File: src/rtl/fpga_apb_requester.sv
// fpga_apb_requester: single-outstanding APB3/APB4 initiator for the Caliptra
// APB slave port. The host posts one request on a valid/ready channel; the
// block runs SETUP then ACCESS (with wait states) and returns read data and
// error status on a valid/ready response channel.
// Optional build macro FPGA_APB_TIMEOUT_EN adds an ACCESS-phase wait limit of
// TIMEOUT_CYCLES cycles; without it rsp_timeout is tied low and ACCESS waits
// indefinitely for PREADY.
module fpga_apb_requester #(
  parameter int ADDR_W         = 32,
  parameter int DATA_W         = 32,
  parameter int USER_W         = 32,
  parameter int TIMEOUT_CYCLES = 1024
) (
  input  logic              core_clk,
  input  logic              core_rst,
  input  logic              req_valid,
  output logic              req_ready,
  input  logic              req_write,
  input  logic [ADDR_W-1:0] req_addr,
  input  logic [DATA_W-1:0] req_wdata,
  input  logic [USER_W-1:0] req_pauser,
  output logic              rsp_valid,
  input  logic              rsp_ready,
  output logic [DATA_W-1:0] rsp_rdata,
  output logic              rsp_err,
  output logic              rsp_timeout,
  output logic              busy,
  output logic [ADDR_W-1:0] PADDR,
  output logic              PSEL,
  output logic              PENABLE,
  output logic              PWRITE,
  output logic [DATA_W-1:0] PWDATA,
  output logic [2:0]        PPROT,
  output logic [USER_W-1:0] PAUSER,
  input  logic [DATA_W-1:0] PRDATA,
  input  logic              PREADY,
  input  logic              PSLVERR
);

  typedef enum logic [1:0] {
    IDLE   = 2'd0,
    SETUP  = 2'd1,
    ACCESS = 2'd2,
    RESP   = 2'd3
  } state_t;

  state_t state;

`ifdef FPGA_APB_TIMEOUT_EN
  // Count value at which the next PREADY=0 ACCESS cycle reaches the limit.
  localparam logic [15:0] TIMEOUT_LAST = 16'(TIMEOUT_CYCLES - 1);
  logic [15:0] wait_cnt;
`else
  assign rsp_timeout = 1'b0;
`endif

  // Decoded directly from state so the host sees acceptance in the same cycle.
  assign req_ready = (state == IDLE);
  assign busy      = (state != IDLE);
  assign PPROT     = 3'b000;

  // Transfer FSM with registered APB and response outputs.
  always_ff @(posedge core_clk or posedge core_rst) begin
    if (core_rst) begin
      state     <= IDLE;
      PADDR     <= '0;
      PWDATA    <= '0;
      PWRITE    <= 1'b0;
      PAUSER    <= '0;
      PSEL      <= 1'b0;
      PENABLE   <= 1'b0;
      rsp_valid <= 1'b0;
      rsp_rdata <= '0;
      rsp_err   <= 1'b0;
`ifdef FPGA_APB_TIMEOUT_EN
      rsp_timeout <= 1'b0;
      wait_cnt    <= '0;
`endif
    end else begin
      case (state)
        IDLE: begin
          if (req_valid) begin
            PADDR  <= req_addr;
            PWDATA <= req_wdata;
            PWRITE <= req_write;
            PAUSER <= req_pauser;
            PSEL   <= 1'b1;
            state  <= SETUP;
          end
        end
        SETUP: begin
          PENABLE <= 1'b1;
          state   <= ACCESS;
`ifdef FPGA_APB_TIMEOUT_EN
          wait_cnt <= '0;
`endif
        end
        ACCESS: begin
          // PREADY has priority over a timeout reached in the same cycle.
          if (PREADY) begin
            rsp_rdata <= PWRITE ? '0 : PRDATA;
            rsp_err   <= PSLVERR;
            PSEL      <= 1'b0;
            PENABLE   <= 1'b0;
            rsp_valid <= 1'b1;
            state     <= RESP;
`ifdef FPGA_APB_TIMEOUT_EN
            rsp_timeout <= 1'b0;
          end else if (wait_cnt == TIMEOUT_LAST) begin
            rsp_rdata   <= '0;
            rsp_err     <= 1'b1;
            rsp_timeout <= 1'b1;
            PSEL        <= 1'b0;
            PENABLE     <= 1'b0;
            rsp_valid   <= 1'b1;
            state       <= RESP;
          end else begin
            wait_cnt <= wait_cnt + 16'd1;
`endif
          end
        end
        RESP: begin
          if (rsp_ready) begin
            rsp_valid <= 1'b0;
            state     <= IDLE;
          end
        end
        default: state <= IDLE;
      endcase
    end
  end

endmodule

File: config.mk
export PLATFORM = sky130hd
export DESIGN_NAME = fpga_apb_requester
export DESIGN_NICKNAME = d
export VERILOG_FILES = /design/src/rtl/fpga_apb_requester.sv
export SDC_FILE = /design/constraint.sdc
export NUM_CORES = 1
export LEC_CHECK = 0
export BUFFER_PORTS_ARGS = -buffer_cell sky130_fd_sc_hd__buf_2
export CORE_ASPECT_RATIO = 1.75
export CORE_MARGIN = 3
export CORE_UTILIZATION = 47
export CTS_BUF_LIST = sky130_fd_sc_hd__clkbuf_8
export DETAILED_ROUTE_END_ITERATION = 8
export GPL_TIMING_DRIVEN = 0
export PLACE_DENSITY = 0.83
export SLEW_MARGIN = 20
export SYNTH_ARGS = -nofsm -noshare
export SYNTH_HDL_FRONTEND = slang
export SYNTH_SLANG_ARGS = --single-unit
File: constraint.sdc
create_clock -name core_clk -period 4.8 [get_ports core_clk]
set_input_delay 0.48 -clock core_clk [delete_from_list [all_inputs] [get_ports core_clk]]
set_output_delay 0.48 -clock core_clk [all_outputs]
set_load 0.05 [all_outputs]
Word level (Yosys, flattened, before mapping):

Index checks and enable logic that the tools add are counted.

* equality and inequality tests: 6
* muxes and demuxes: 12
* reduce and logical (&&, ||, !) cells: 11

Operators with widths (count)
* 2-to-1 mux 32 bit: 1
* AND reduction 3 bit: 3
* one-hot mux 2 bit (4 select lines): 1
* nonzero test 2 bit: 4
* 2-to-1 mux 2 bit: 3
* inequality test 2 bit (second input constant): 3
* one-hot mux 1 bit (2 select lines): 3
* AND reduction 2 bit: 3
* equality test 2 bit (second input constant): 2
* 2-to-1 mux 1 bit: 4
* equality test 2 x 1 -> 1 bit (second input constant): 1
* zero test 2 bit: 1

* bits in registers: 135
* input port bits: 135
* logic and storage cells: 39

Logic depth before layout (Yosys ltp):

Gate-level depths: netlist of run 1.

* depth in word-level cells: 3
* mapped depth: 7
* depth with buffers taken out: 5

Least setup slack after synthesis of run 1:

No wires, ideal clock.

* path type: register to register
* start point: reg state[0]
* end point: reg PADDR[0]
* setup time: 125 ps
* arrival time: 1531 ps
* data required time: 4675 ps
* setup slack: 3144 ps
* stages on the path, launching flop included: 7
* path through: dfrtp_1 -> inv_1 -> ha_1 -> nand2_1 -> buf_2 -> buf_4 -> mux2_2

* cells in the longest elaborated chain, start to end: 2

Ends and longest elaborated chain
* from (decl): line 47 `state_t state;`
* from (signal assigned): line 65 `state <= IDLE;`
* from (signal assigned): line 88 `state <= SETUP;`
* from (signal assigned): line 93 `state <= ACCESS;`
* zero test 2 bit: line 80 `case (state)`
* AND reduction 2 bit (no source line)
* to (signal assigned): line 83 `PADDR <= req_addr;`
* to (decl): line 28 `output logic [ADDR_W-1:0] PADDR,`

No other way between the ends.
A chain may end at the register's enable or synchronous reset.

Worst setup path after layout of run 1:

* start point: reg state[0]
* end point: reg PWDATA[13]

* cells in the longest elaborated chain, start to end: 2

Ends and longest elaborated chain
* zero test 2 bit: line 80
* AND reduction 2 bit (no source line)
* to (signal assigned): line 84 `PWDATA <= req_wdata;`
* to (decl): line 32 `output logic [DATA_W-1:0] PWDATA,`

No other way between the ends.

==> implementation parameters, run 1 <==
Parameter                              Value

Synthesis
  Cell variety after synth ... 17
  Synth Warn # ... 0
  Synthesized area ... 5290 um^2
  Mean Syn Cell Area ... 13.9 um^2
  Fraction of the yosys area taken by sequential cells ... 63.8%
  Number of synthesized register bits ... 135
  Cell count after synthesis ... 381

GRT
  Overflow left after global routing ... 0
  Gr busiest metal ... met2
  Global-route wire length before repair ... 21300 um
  Met1 layer usage reported by global route ... 21.9%
  Antenna violations before repair ... 0
  Met2 track demand over resource in global routing ... 39.9%
  Grt met3 use ... 6.66%
  Via count of the first global-routing pass ... 4277
  Largest net degree at the start of global routing ... 70
  GR Util All Layers ... 21.7%

Cells and area
  Final-layout fill cell count ... 819
  Ant diodes ... 0
  Post-layout nets ... 814
  Fraction of final layout cells sized beyond drive strength 1 ... 60.7%
  Layout overhead on the synthesized area ... 37.4%
  Total non-filler cell area in the finished layout ... 7270 um^2

STA
  Final slew viol count ... 0
  Setup violators final ... 0
  Post-layout worst setup margin ... 2.71 ns
  Endpoints failing hold ... 0
  Worst-case headroom to the max-slew limit ... 58.5%
  Final hold slack ... 0.141 ns
  Slew @ Worst Pin ... 0.623 ns
  Final critical-path share of the clock period ... 43.6%
  Post-route setup TNS ... 0 ns
  Peak clock frequency supported by timing ... 478 MHz
  Clock period minus worst slack ... 2.09 ns
  Worst setup skew after layout ... 0.0171 ns
  Setup repair after global routing missed its margin ... false

Placed design
  Worst setup slack before clock tree synthesis ... 2.68 ns
  Half-perimeter wire length of the detailed placement result ... 10800 um
  Placed inst area ... 6850 um^2
  I/O Buffers ... 269
  Routability Congestion ... 0.794

Die
  Top-Level Pins ... 274
  Die Y-Extent ... 146 um
  Area of the die ... 12600 um^2
  Effective utilization at floorplan ... 48.9%
  Std-Cell Core Area ... 10800 um^2
  Number of rows in the core area ... 50
  Horizontal die dimension ... 86.2 um

Clocking
  Number of CTS-inserted buffers ... 17
  Post-CTS Hold Buffers ... 0
  Source-to-sink clock delay at the later pin of the worst-skew pair ... 0.42 ns
  Post-CTS Setup Inserts ... 0
  Post-cts repair resize count ... 0
  H-tree levels ... 4
  Clock input transition at the sequential cells of the worst setup and hold paths ... 0.08 ns
  Maximum number of buffers from clock root to sink ... 2
  CTS tree ... yes
  # clock sinks ... 135
  Buffer type at the clock tree root ... sky130_fd_sc_hd__clkbuf_8

Routing
  1st-iter DRT viols ... 106
  Avg WL per Cell ... 16.7 um
  Number of detailed-route iterations in the first pass ... 4
  Final Routed Wirelength ... 13600 um
  Via count of the routed design ... 3988
  DRC violations left ... 0
  Drt via density ... 4.89
  Routed Antenna Nets ... 0

Run
  Max-Cap Viols ... 0

Critical path
  Largest fanout on the critical path ... 10
  Data required time of the critical path ... 5.10 ns
  Critical path endpoint category ... flip-flop
  Slowest cell delay on critical path ... 0.41 ns
  CP Data Arrival Time ... 2.39 ns
  CP cell instances ... inv_1, ha_1, nand2_1, buf_2, buf_4, mux2_2
  Master of the slowest instance on the critical path ... sky130_fd_sc_hd__dfrtp_1
  Start-to-end type of the worst setup path ... reg -> reg
  Nature of the critical path startpoint ... flip-flop

Worst hold path
  Type of the tightest min-delay check ... in -> async

Run status
  Status ... finished, final reports clean
==> Yosys cell counts <==
master,count,area (um^2)
sky130_fd_sc_hd__inv_1,7,26.3
sky130_fd_sc_hd__nand2b_1,33,206
sky130_fd_sc_hd__clkbuf_1,6,22.5
sky130_fd_sc_hd__nand2_1,34,128
sky130_fd_sc_hd__ha_1,6,75.1
sky130_fd_sc_hd__nor2_1,2,7.51
sky130_fd_sc_hd__a222oi_1,1,10.0
sky130_fd_sc_hd__mux2i_1,2,20.0
sky130_fd_sc_hd__o2bb2ai_1,1,8.76
sky130_fd_sc_hd__dfrtp_1,135,3380
sky130_fd_sc_hd__buf_2,11,55.1
sky130_fd_sc_hd__conb_1,1,3.75
sky130_fd_sc_hd__mux2_1,1,11.3
sky130_fd_sc_hd__o21ai_0,35,175
sky130_fd_sc_hd__buf_4,7,52.6
sky130_fd_sc_hd__a22o_1,1,8.76
sky130_fd_sc_hd__mux2_2,98,1100
==> placed cells by master (no fill, tap or decap), types with 3 or more instances in the layout <==
master,n
sky130_fd_sc_hd__buf_2,280
sky130_fd_sc_hd__buf_4,7
sky130_fd_sc_hd__bufinv_16,4
sky130_fd_sc_hd__clkbuf_1,6
sky130_fd_sc_hd__clkbuf_8,18
sky130_fd_sc_hd__conb_1,4
sky130_fd_sc_hd__dfrtp_1,135
sky130_fd_sc_hd__ha_1,6
sky130_fd_sc_hd__inv_1,8
sky130_fd_sc_hd__inv_6,3
sky130_fd_sc_hd__mux2_2,98
sky130_fd_sc_hd__nand2_1,34
sky130_fd_sc_hd__nand2b_1,33
sky130_fd_sc_hd__o21ai_0,35
==> flip-flops by register name, indices dropped and copies added (netlist names), 2 cells and up <==
| register | count |
|---|---|
| PAUSER | 32 |
| PWDATA | 32 |
| state | 2 |
| PADDR | 32 |
| rsp_rdata | 32 |
==> worst max-delay path, delay by kind of cell, from the launching register on <==
| family | cells | cell delay [ns] |
|---|---|---|
| buffers and inverters | 3 | 0.68 |
| multiplexers | 1 | 0.35 |
| adder cells (fa/ha/maj) | 1 | 0.24 |
| AND/OR/NAND/NOR | 1 | 0.28 |
| flip-flops | 1 | 0.41 |
==> routing by layer <==
metal,vias up,wire length [um]
met5,-,0
met1,1912,4580
li1,1854,-
met3,39,1140
met4,0,446
met2,183,7470
==> cell families after synthesis <==
logic type                 after synthesis  synth area share (%)
AOI/OAI and AO/OA                       38                  3.83
and+or+nand+nor                         69                  6.45
muxes                                  101                  21.4
other                                    1                0.0709
adders and majority gates                6                  1.42
buffers and inverters                   31                  2.96
DFF                                    135                  63.8
==> area by class of cell <==
cell class,instances,area [um^2],share of cell area (%)
repair buffers,270,1370,18.9
flip-flops and latches,135,3380,46.4
clock inverters,13,180,2.48
multi-input cells,218,1770,24.3
well taps,130,163,2.24
clock buffers,18,248,3.41
plain buffers,24,130,1.79
inverters,7,31.3,0.430
==> worst paths after layout <==
path                               start            to  slack, ns  cells past startpoint
max in group asynchronous       core_rst  rsp_rdata[6]       3.91                      3
max                             state[0]    PWDATA[13]       2.71                      6
min reg2reg                 rsp_rdata[0]  rsp_rdata[0]       0.47                      2
min                             core_rst    PAUSER[19]       0.14                      2
min in group core_clk      req_pauser[2]     PAUSER[2]       0.29                      2
max reg2reg                     state[0]    PWDATA[13]       2.71                      6
==> metrics by stage <==
step,util (%),std cells
5_1_grt,67.2,815
6_report,67.2,815
3_3_place_gp,62.9,783
2_1_floorplan,-,384
3_5_place_dp,63.2,784
4_1_cts,67.2,815
Power of run 1 is left out: the tool's default activity adds up to more than one toggle a clock period on the data nets, which glitch-free logic cannot reach.
==> run 2, diff against run 1 <==
clock period = 2 ns   (was 4.8 ns; I/O delays follow)
==> run 2 against run 1 <==
Effect of this change:
- die area unchanged
- register-to-register slack lost 2.6 ns
- global-route usage is 4.4 points higher
- cell area rose by 11%
- flip-flop and latch count is the same
- wire length grew 20%
- critical path type unchanged
- critical endpoint is now PWDATA[11]
- largest cell class unchanged
- highest routed layer unchanged
==> implementation parameters, run 2 (synthesis gave the netlist of run 1 again) <==
Parameter                              Value

Clocking
  Buffer type at the clock tree root ... sky130_fd_sc_hd__clkbuf_8 (unchanged)
  Clock input transition at the sequential cells of the worst setup and hold paths ... 0.07 ns (was 0.08 ns)
  Number of CTS-inserted buffers ... 17 (unchanged)
  # clock sinks ... 135 (unchanged)
  Maximum number of buffers from clock root to sink ... 2 (unchanged)
  H-tree levels ... 4 (unchanged)
  CTS tree ... yes (unchanged)
  Source-to-sink clock delay at the later pin of the worst-skew pair ... 0.43 ns (was 0.42 ns)

Cells and area
  Fraction of final layout cells sized beyond drive strength 1 ... 54.7% (was 60.7%)
  Layout overhead on the synthesized area ... 53.2% (was 37.4%)
  Commonest cells after routing, fill and taps aside ... 279 x sky130_fd_sc_hd__buf_2, 135 x sky130_fd_sc_hd__dfrtp_1, 98 x sky130_fd_sc_hd__mux2_2 (was 280 x sky130_fd_sc_hd__buf_2, 135 x sky130_fd_sc_hd__dfrtp_1, 98 x sky130_fd_sc_hd__mux2_2)
  Most frequent standard cell in the layout excluding fill and tap cells ... sky130_fd_sc_hd__buf_2 (unchanged)
  Post-layout nets ... 899 (was 814)
  Final-layout fill cell count ... 668 (was 819)
  Final standard cell count with taps included and fillers excluded ... 900 (was 815)
  Footprint of the multi-input gates ... 1770 um^2 (about the same)
  Storage cell area ... 3380 um^2 (unchanged)

Critical path
  Terminus of the critical flop-to-flop path ... PWDATA[11] (was PWDATA[13])
  Logic depth of the worst register-to-register path ... 6 (unchanged)
  Data required time of the critical path ... 2.29 ns (was 5.10 ns)
  CP cell instances ... inv_1, ha_1, nand2_2, buf_6, buf_4, mux2_2 (was inv_1, ha_1, nand2_1, buf_2, buf_4, mux2_2)
  Start-to-end type of the worst setup path ... reg -> reg (unchanged)
  Flop2flop setup slack ... 0.12 ns (was 2.71 ns)
  Critical path endpoint category ... flip-flop (unchanged)
  CP Data Arrival Time ... 2.18 ns (was 2.39 ns)
  Largest fanout on the critical path ... 10 (unchanged)
  CP Launch Point ... state[0] (unchanged)
  Nature of the critical path startpoint ... flip-flop (unchanged)
  Capture point of the worst path ... PWDATA[11] (was PWDATA[13])
  Master of the slowest instance on the critical path ... sky130_fd_sc_hd__dfrtp_1 (unchanged)
  Slowest cell delay on critical path ... 0.42 ns (was 0.41 ns)
  Reg2reg start ... state[0] (unchanged)

GRT
  Via count of the first global-routing pass ... 5101 (was 4277)
  GR Util All Layers ... 26.1% (was 21.7%)
  Overflow left after global routing ... 0 (unchanged)
  Largest net degree at the start of global routing ... 36 (was 70)
  Antenna violations before repair ... 2 (was 0)
  Global-route wire length before repair ... 25200 um (was 21300 um)

Die
  Number of rows in the core area ... 50 (unchanged)
  Area of the die ... 12600 um^2 (unchanged)
  Std-Cell Core Area ... 10800 um^2 (unchanged)
  Effective utilization at floorplan ... 48.9% (unchanged)
  Die Y-Extent ... 146 um (unchanged)
  Top-Level Pins ... 274 (unchanged)
  Horizontal die dimension ... 86.2 um (unchanged)

STA
  Final slew viol count ... 0 (unchanged)
  Post-layout worst setup margin ... 0.118 ns (was 2.71 ns)
  Peak clock frequency supported by timing ... 531 MHz (was 478 MHz)
  Clock period minus worst slack ... 1.88 ns (was 2.09 ns)
  Setup repair after global routing missed its margin ... false (unchanged)
  Final critical-path share of the clock period ... 94.1% (was 43.6%)
  Setup violators final ... 0 (unchanged)
  Post-route setup TNS ... 0 ns (unchanged)
  Endpoints failing hold ... 0 (unchanged)
  Worst-case headroom to the max-slew limit ... 64.5% (was 58.5%)
  Worst setup skew after layout ... 0.0207 ns (was 0.0171 ns)
  Final hold slack ... 0.0229 ns (was 0.141 ns)
  Slew @ Worst Pin ... 0.531 ns (was 0.623 ns)

Run
  Max-Cap Viols ... 0 (unchanged)

Placed design
  I/O Buffers ... 269 (unchanged)
  Cells after DPL ... 787 (was 784)
  Routability Congestion ... 0.776 (was 0.794)
  Half-perimeter wire length of the detailed placement result ... 10800 um (about the same)
  Worst setup slack before clock tree synthesis ... -0.0930 ns (was 2.68 ns)

Routing
  Routed Antenna Nets ... 0 (unchanged)
  1st-iter DRT viols ... 84 (was 106)
  Final Routed Wirelength ... 16400 um (was 13600 um)
  DRC violations left ... 0 (unchanged)
  Number of detailed-route iterations in the first pass ... 4 (unchanged)
  Via count of the routed design ... 4493 (was 3988)
  Drt via density ... 4.99 (was 4.89)
  Avg WL per Cell ... 18.2 um (was 16.7 um)

Worst hold path
  Cell depth of the worst min-delay path ... 2
  Type of the tightest min-delay check ... in -> reg (was in -> async)

Run status
  Status ... finished, final reports clean (unchanged)
run 2: cell types whose count changed in the layout (fill, tap and decap cells not counted), moves of 2 or more:
cell	before	now
sky130_fd_sc_hd__dlygate4sd3_1	0	82
sky130_fd_sc_hd__buf_12	0	3
sky130_fd_sc_hd__inv_6	3	0
sky130_fd_sc_hd__bufinv_16	4	2
sky130_fd_sc_hd__clkinv_2	2	4
sky130_fd_sc_hd__clkinvlp_4	1	3
sky130_fd_sc_hd__diode_2	0	2
run 2: stage by stage:
step	util, %	area [um^2]
2_1_floorplan	-	5310
3_3_place_gp	63.0	6820
3_5_place_dp	63.8	6900
4_1_cts	74.6	8080
5_1_grt	74.9	8110
6_report	74.9	8110
run 2: worst min-delay path by stage:
stage	start	endpoint
finish	req_wdata[1]	PWDATA[1]
global placement	PSLVERR	rsp_err
detailed placement	core_rst	PAUSER[3]
CTS	req_pauser[15]	PAUSER[15]
global route	req_pauser[28]	PAUSER[28]
floorplan	PRDATA[10]	rsp_rdata[10]
run 2: metal layers:
metal	GRT usage, %	part of all wire (%)	up-vias
li1	-	-	2026
met1	26.1	33	2180
met2	47.7	56	231
met3	7.51	7.3	56
met4	13.4	4.0	0
met5	0	0	-
run 2: layout make-up:
cell class                      count  share of cell area [%]
Sequential cell                   135                    41.7
Timing Repair Buffer              355                    27.8
Multi-Input combinational cell    218                    21.8
Clock buffer                       19                    3.22
Tap cell                          130                    2.01
Buffer                             24                    1.70
Clock inverter                     10                    1.33
Inverter                            7                   0.370
Antenna cell                        2                  0.0617
run 2: what timing repair did:
item | 4_1_cts | 5_1_grt
buffers inserted | 0 | 0
resized for setup | 2 | 3
endpoints found under the hold margin | 100 | 2
endpoints found under the setup margin | 30 | 8
hold buffers | 80 | 2
run 2: critical path, delay by kind of cell (launching register included):
kind | cells | cell delay (ns)
multiplexers | 1 | 0.37
adder cells (fa/ha/maj) | 1 | 0.26
buffers and inverters | 3 | 0.52
AND/OR/NAND/NOR | 1 | 0.19
flip-flops | 1 | 0.42
Power of run 2 is left out for the same reason.
==> run 3, diff against run 2 <==
CORE_UTILIZATION = 45   (was 47)
CTS_BUF_LIST = unset   (was sky130_fd_sc_hd__clkbuf_8)
PLACE_DENSITY = 0.8   (was 0.83)
SKIP_CTS_REPAIR_TIMING = 1   (was unset)
==> run 3 against run 2 <==
Effect of this change:
- global-route usage fell by 4.8 points
- clock-buffer cell count did not move
- core utilization fell by 8.9 points
- cell area fell by 8.0%
- maximum frequency rose by 0.25%
- non-clock buffer count fell by 82
- first-iteration DRC count fell by 6.0%
- largest cell class unchanged
- clock skew fell by 0.013 ns
- critical path type unchanged
==> implementation parameters, run 3 (synthesis gave the netlist of run 1 again) <==
Parameter                              Value

Clocking
  CTS tree ... yes (unchanged)
  Maximum number of buffers from clock root to sink ... 2 (unchanged)
  Clock input transition at the sequential cells of the worst setup and hold paths ... 0.06 ns (was 0.07 ns)
  # clock sinks ... 135 (unchanged)
  Buffer type at the clock tree root ... sky130_fd_sc_hd__clkbuf_16 (was sky130_fd_sc_hd__clkbuf_8)
  H-tree levels ... 4 (unchanged)
  Number of CTS-inserted buffers ... 17 (unchanged)
  Source-to-sink clock delay at the later pin of the worst-skew pair ... 0.40 ns (was 0.43 ns)

Cells and area
  Post-layout nets ... 817 (was 899)
  Fraction of final layout cells sized beyond drive strength 1 ... 61.0% (was 54.7%)
  Storage cell area ... 3380 um^2 (unchanged)
  Footprint of the multi-input gates ... 1770 um^2 (unchanged)
  Most frequent standard cell in the layout excluding fill and tap cells ... sky130_fd_sc_hd__buf_2 (unchanged)
  Commonest cells after routing, fill and taps aside ... 279 x sky130_fd_sc_hd__buf_2, 135 x sky130_fd_sc_hd__dfrtp_1, 98 x sky130_fd_sc_hd__mux2_2 (unchanged)
  Layout overhead on the synthesized area ... 41.0% (was 53.2%)
  Final Util ... 66.1% (was 74.9%)
  Final-layout fill cell count ... 911 (was 668)

Routing
  Routed Antenna Nets ... 0 (unchanged)
  Via count of the routed design ... 3962 (was 4493)
  Drt via density ... 4.82 (was 4.99)
  Number of detailed-route iterations in the first pass ... 4 (unchanged)
  1st-iter DRT viols ... 79 (was 84)
  Final Routed Wirelength ... 13800 um (was 16400 um)
  DRC violations left ... 0 (unchanged)
  Avg WL per Cell ... 16.8 um (was 18.2 um)

Worst hold path
  Type of the tightest min-delay check ... in -> reg (unchanged)
  Startpoint of the tightest hold check path ... req_addr[20] (was req_wdata[1])
  Worst Hold Endpoint ... PADDR[20] (was PWDATA[1])
  Cell depth of the worst min-delay path ... 2 (unchanged)

Placed design
  I/O Buffers ... 269 (unchanged)
  Half-perimeter wire length of the detailed placement result ... 11000 um (was 10800 um)
  Worst setup slack before clock tree synthesis ... -0.0906 ns (was -0.0930 ns)
  Routability Congestion ... 0.845 (was 0.776)

GRT
  GR Util All Layers ... 21.4% (was 26.1%)
  Overflow left after global routing ... 0 (unchanged)
  Met1 layer usage reported by global route ... 22.8% (was 26.1%)
  Via count of the first global-routing pass ... 4141 (was 5101)
  Largest net degree at the start of global routing ... 37 (was 36)
  Gr busiest metal ... met2 (unchanged)
  Met2 track demand over resource in global routing ... 37.8% (was 47.7%)
  Grt met3 use ... 5.67% (was 7.51%)
  Antenna violations before repair ... 0 (was 2)
  Global-route wire length before repair ... 21000 um (was 25200 um)

Critical path
  Reg2reg start ... state[0] (unchanged)
  Logic depth of the worst register-to-register path ... 6 (unchanged)
  Critical path endpoint category ... flip-flop (unchanged)
  Number of buffer and inverter stages on the critical path ... 3 (unchanged)
  Terminus of the critical flop-to-flop path ... PWDATA[14] (was PWDATA[11])
  CP cell instances ... inv_1, ha_1, nand2_2, buf_4, buf_4, mux2_2 (was inv_1, ha_1, nand2_2, buf_6, buf_4, mux2_2)
  Most used cell along the critical path ... sky130_fd_sc_hd__buf_4
  Start-to-end type of the worst setup path ... reg -> reg (unchanged)
  Flop2flop setup slack ... 0.12 ns (about the same)
  Nature of the critical path startpoint ... flip-flop (unchanged)
  Worst path top cell family by delay ... buffers and inverters (unchanged)
  Master of the slowest instance on the critical path ... sky130_fd_sc_hd__dfrtp_1 (unchanged)
  Data required time of the critical path ... 2.28 ns (was 2.29 ns)
  CP Data Arrival Time ... 2.16 ns (was 2.18 ns)
  Largest fanout on the critical path ... 10 (unchanged)
  Slowest cell delay on critical path ... 0.41 ns (was 0.42 ns)

STA
  Peak clock frequency supported by timing ... 533 MHz (was 531 MHz)
  Setup repair after global routing missed its margin ... false (unchanged)
  Final slew viol count ... 0 (unchanged)
  Setup violators final ... 0 (unchanged)
  Endpoints failing hold ... 0 (unchanged)
  Slew @ Worst Pin ... 0.741 ns (was 0.531 ns)
  Clock period minus worst slack ... 1.88 ns (about the same)
  Worst setup skew after layout ... 0.00780 ns (was 0.0207 ns)
  Worst-case headroom to the max-slew limit ... 50.5% (was 64.5%)
  Post-layout worst setup margin ... 0.123 ns (was 0.118 ns)
  Final critical-path share of the clock period ... 93.9% (was 94.1%)

Die
  Top-Level Pins ... 274 (unchanged)
  Die Y-Extent ... 149 um (was 146 um)
  Horizontal die dimension ... 88.0 um (was 86.2 um)
  Number of rows in the core area ... 51 (was 50)
  Std-Cell Core Area ... 11300 um^2 (was 10800 um^2)
  Effective utilization at floorplan ... 46.9% (was 48.9%)
  Area of the die ... 13100 um^2 (was 12600 um^2)

Run
  Max-Cap Viols ... 0 (unchanged)

Run status
  Status ... finished, final reports clean (unchanged)
-- run 3: worst max path at each step --
stage | startpoint | end | cells past startpoint
2_1_floorplan | core_rst | PADDR[0] | 1
3_3_place_gp | core_rst | PADDR[14] | 2
3_5_place_dp | state[0] | PWDATA[14] | 6
4_1_cts | state[0] | PWDATA[14] | 6
5_1_grt | state[0] | PWDATA[22] | 6
6_report | state[0] | PWDATA[14] | 6
-- run 3: final cells by class --
type	instances	area share [%]
flip-flops and latches	135	45.3
multi-input cells	218	23.7
repair buffers	273	19.0
clock buffers	19	5.80
well taps	132	2.21
clock inverters	13	1.78
plain buffers	24	1.78
inverters	7	0.402
diodes	1	0.0335
-- run 3: worst register-to-register path, cell delays in order (launching register included) --
cell and delay (ns):
sky130_fd_sc_hd__dfrtp_1 0.41, sky130_fd_sc_hd__inv_1 0.11, sky130_fd_sc_hd__ha_1 0.25, sky130_fd_sc_hd__nand2_2 0.19, sky130_fd_sc_hd__buf_4 0.23, sky130_fd_sc_hd__buf_4 0.21
sky130_fd_sc_hd__mux2_2 0.35
-- run 3: stage by stage --
step	setup TNS (ns)	std cells	hold WS [ns]	instance area [um^2]
2_1_floorplan	0	384	0.349	5310
3_3_place_gp	-80.00	785	0.431	6820
3_5_place_dp	-2.27	788	0.358	6880
4_1_cts	-2.79	820	-0.0730	7440
5_1_grt	0	821	0.00223	7460
6_report	0	822	0.0245	7460
-- run 3: routing by layer --
layer	routed length, um	part of all wire [%]	vias to the layer above
met3	893	6.5	35
met4	507	3.7	0
li1	-	-	1864
met2	7520	55	178
met5	0	0	-
met1	4860	35	1885
Power of run 3 is left out for the same reason.
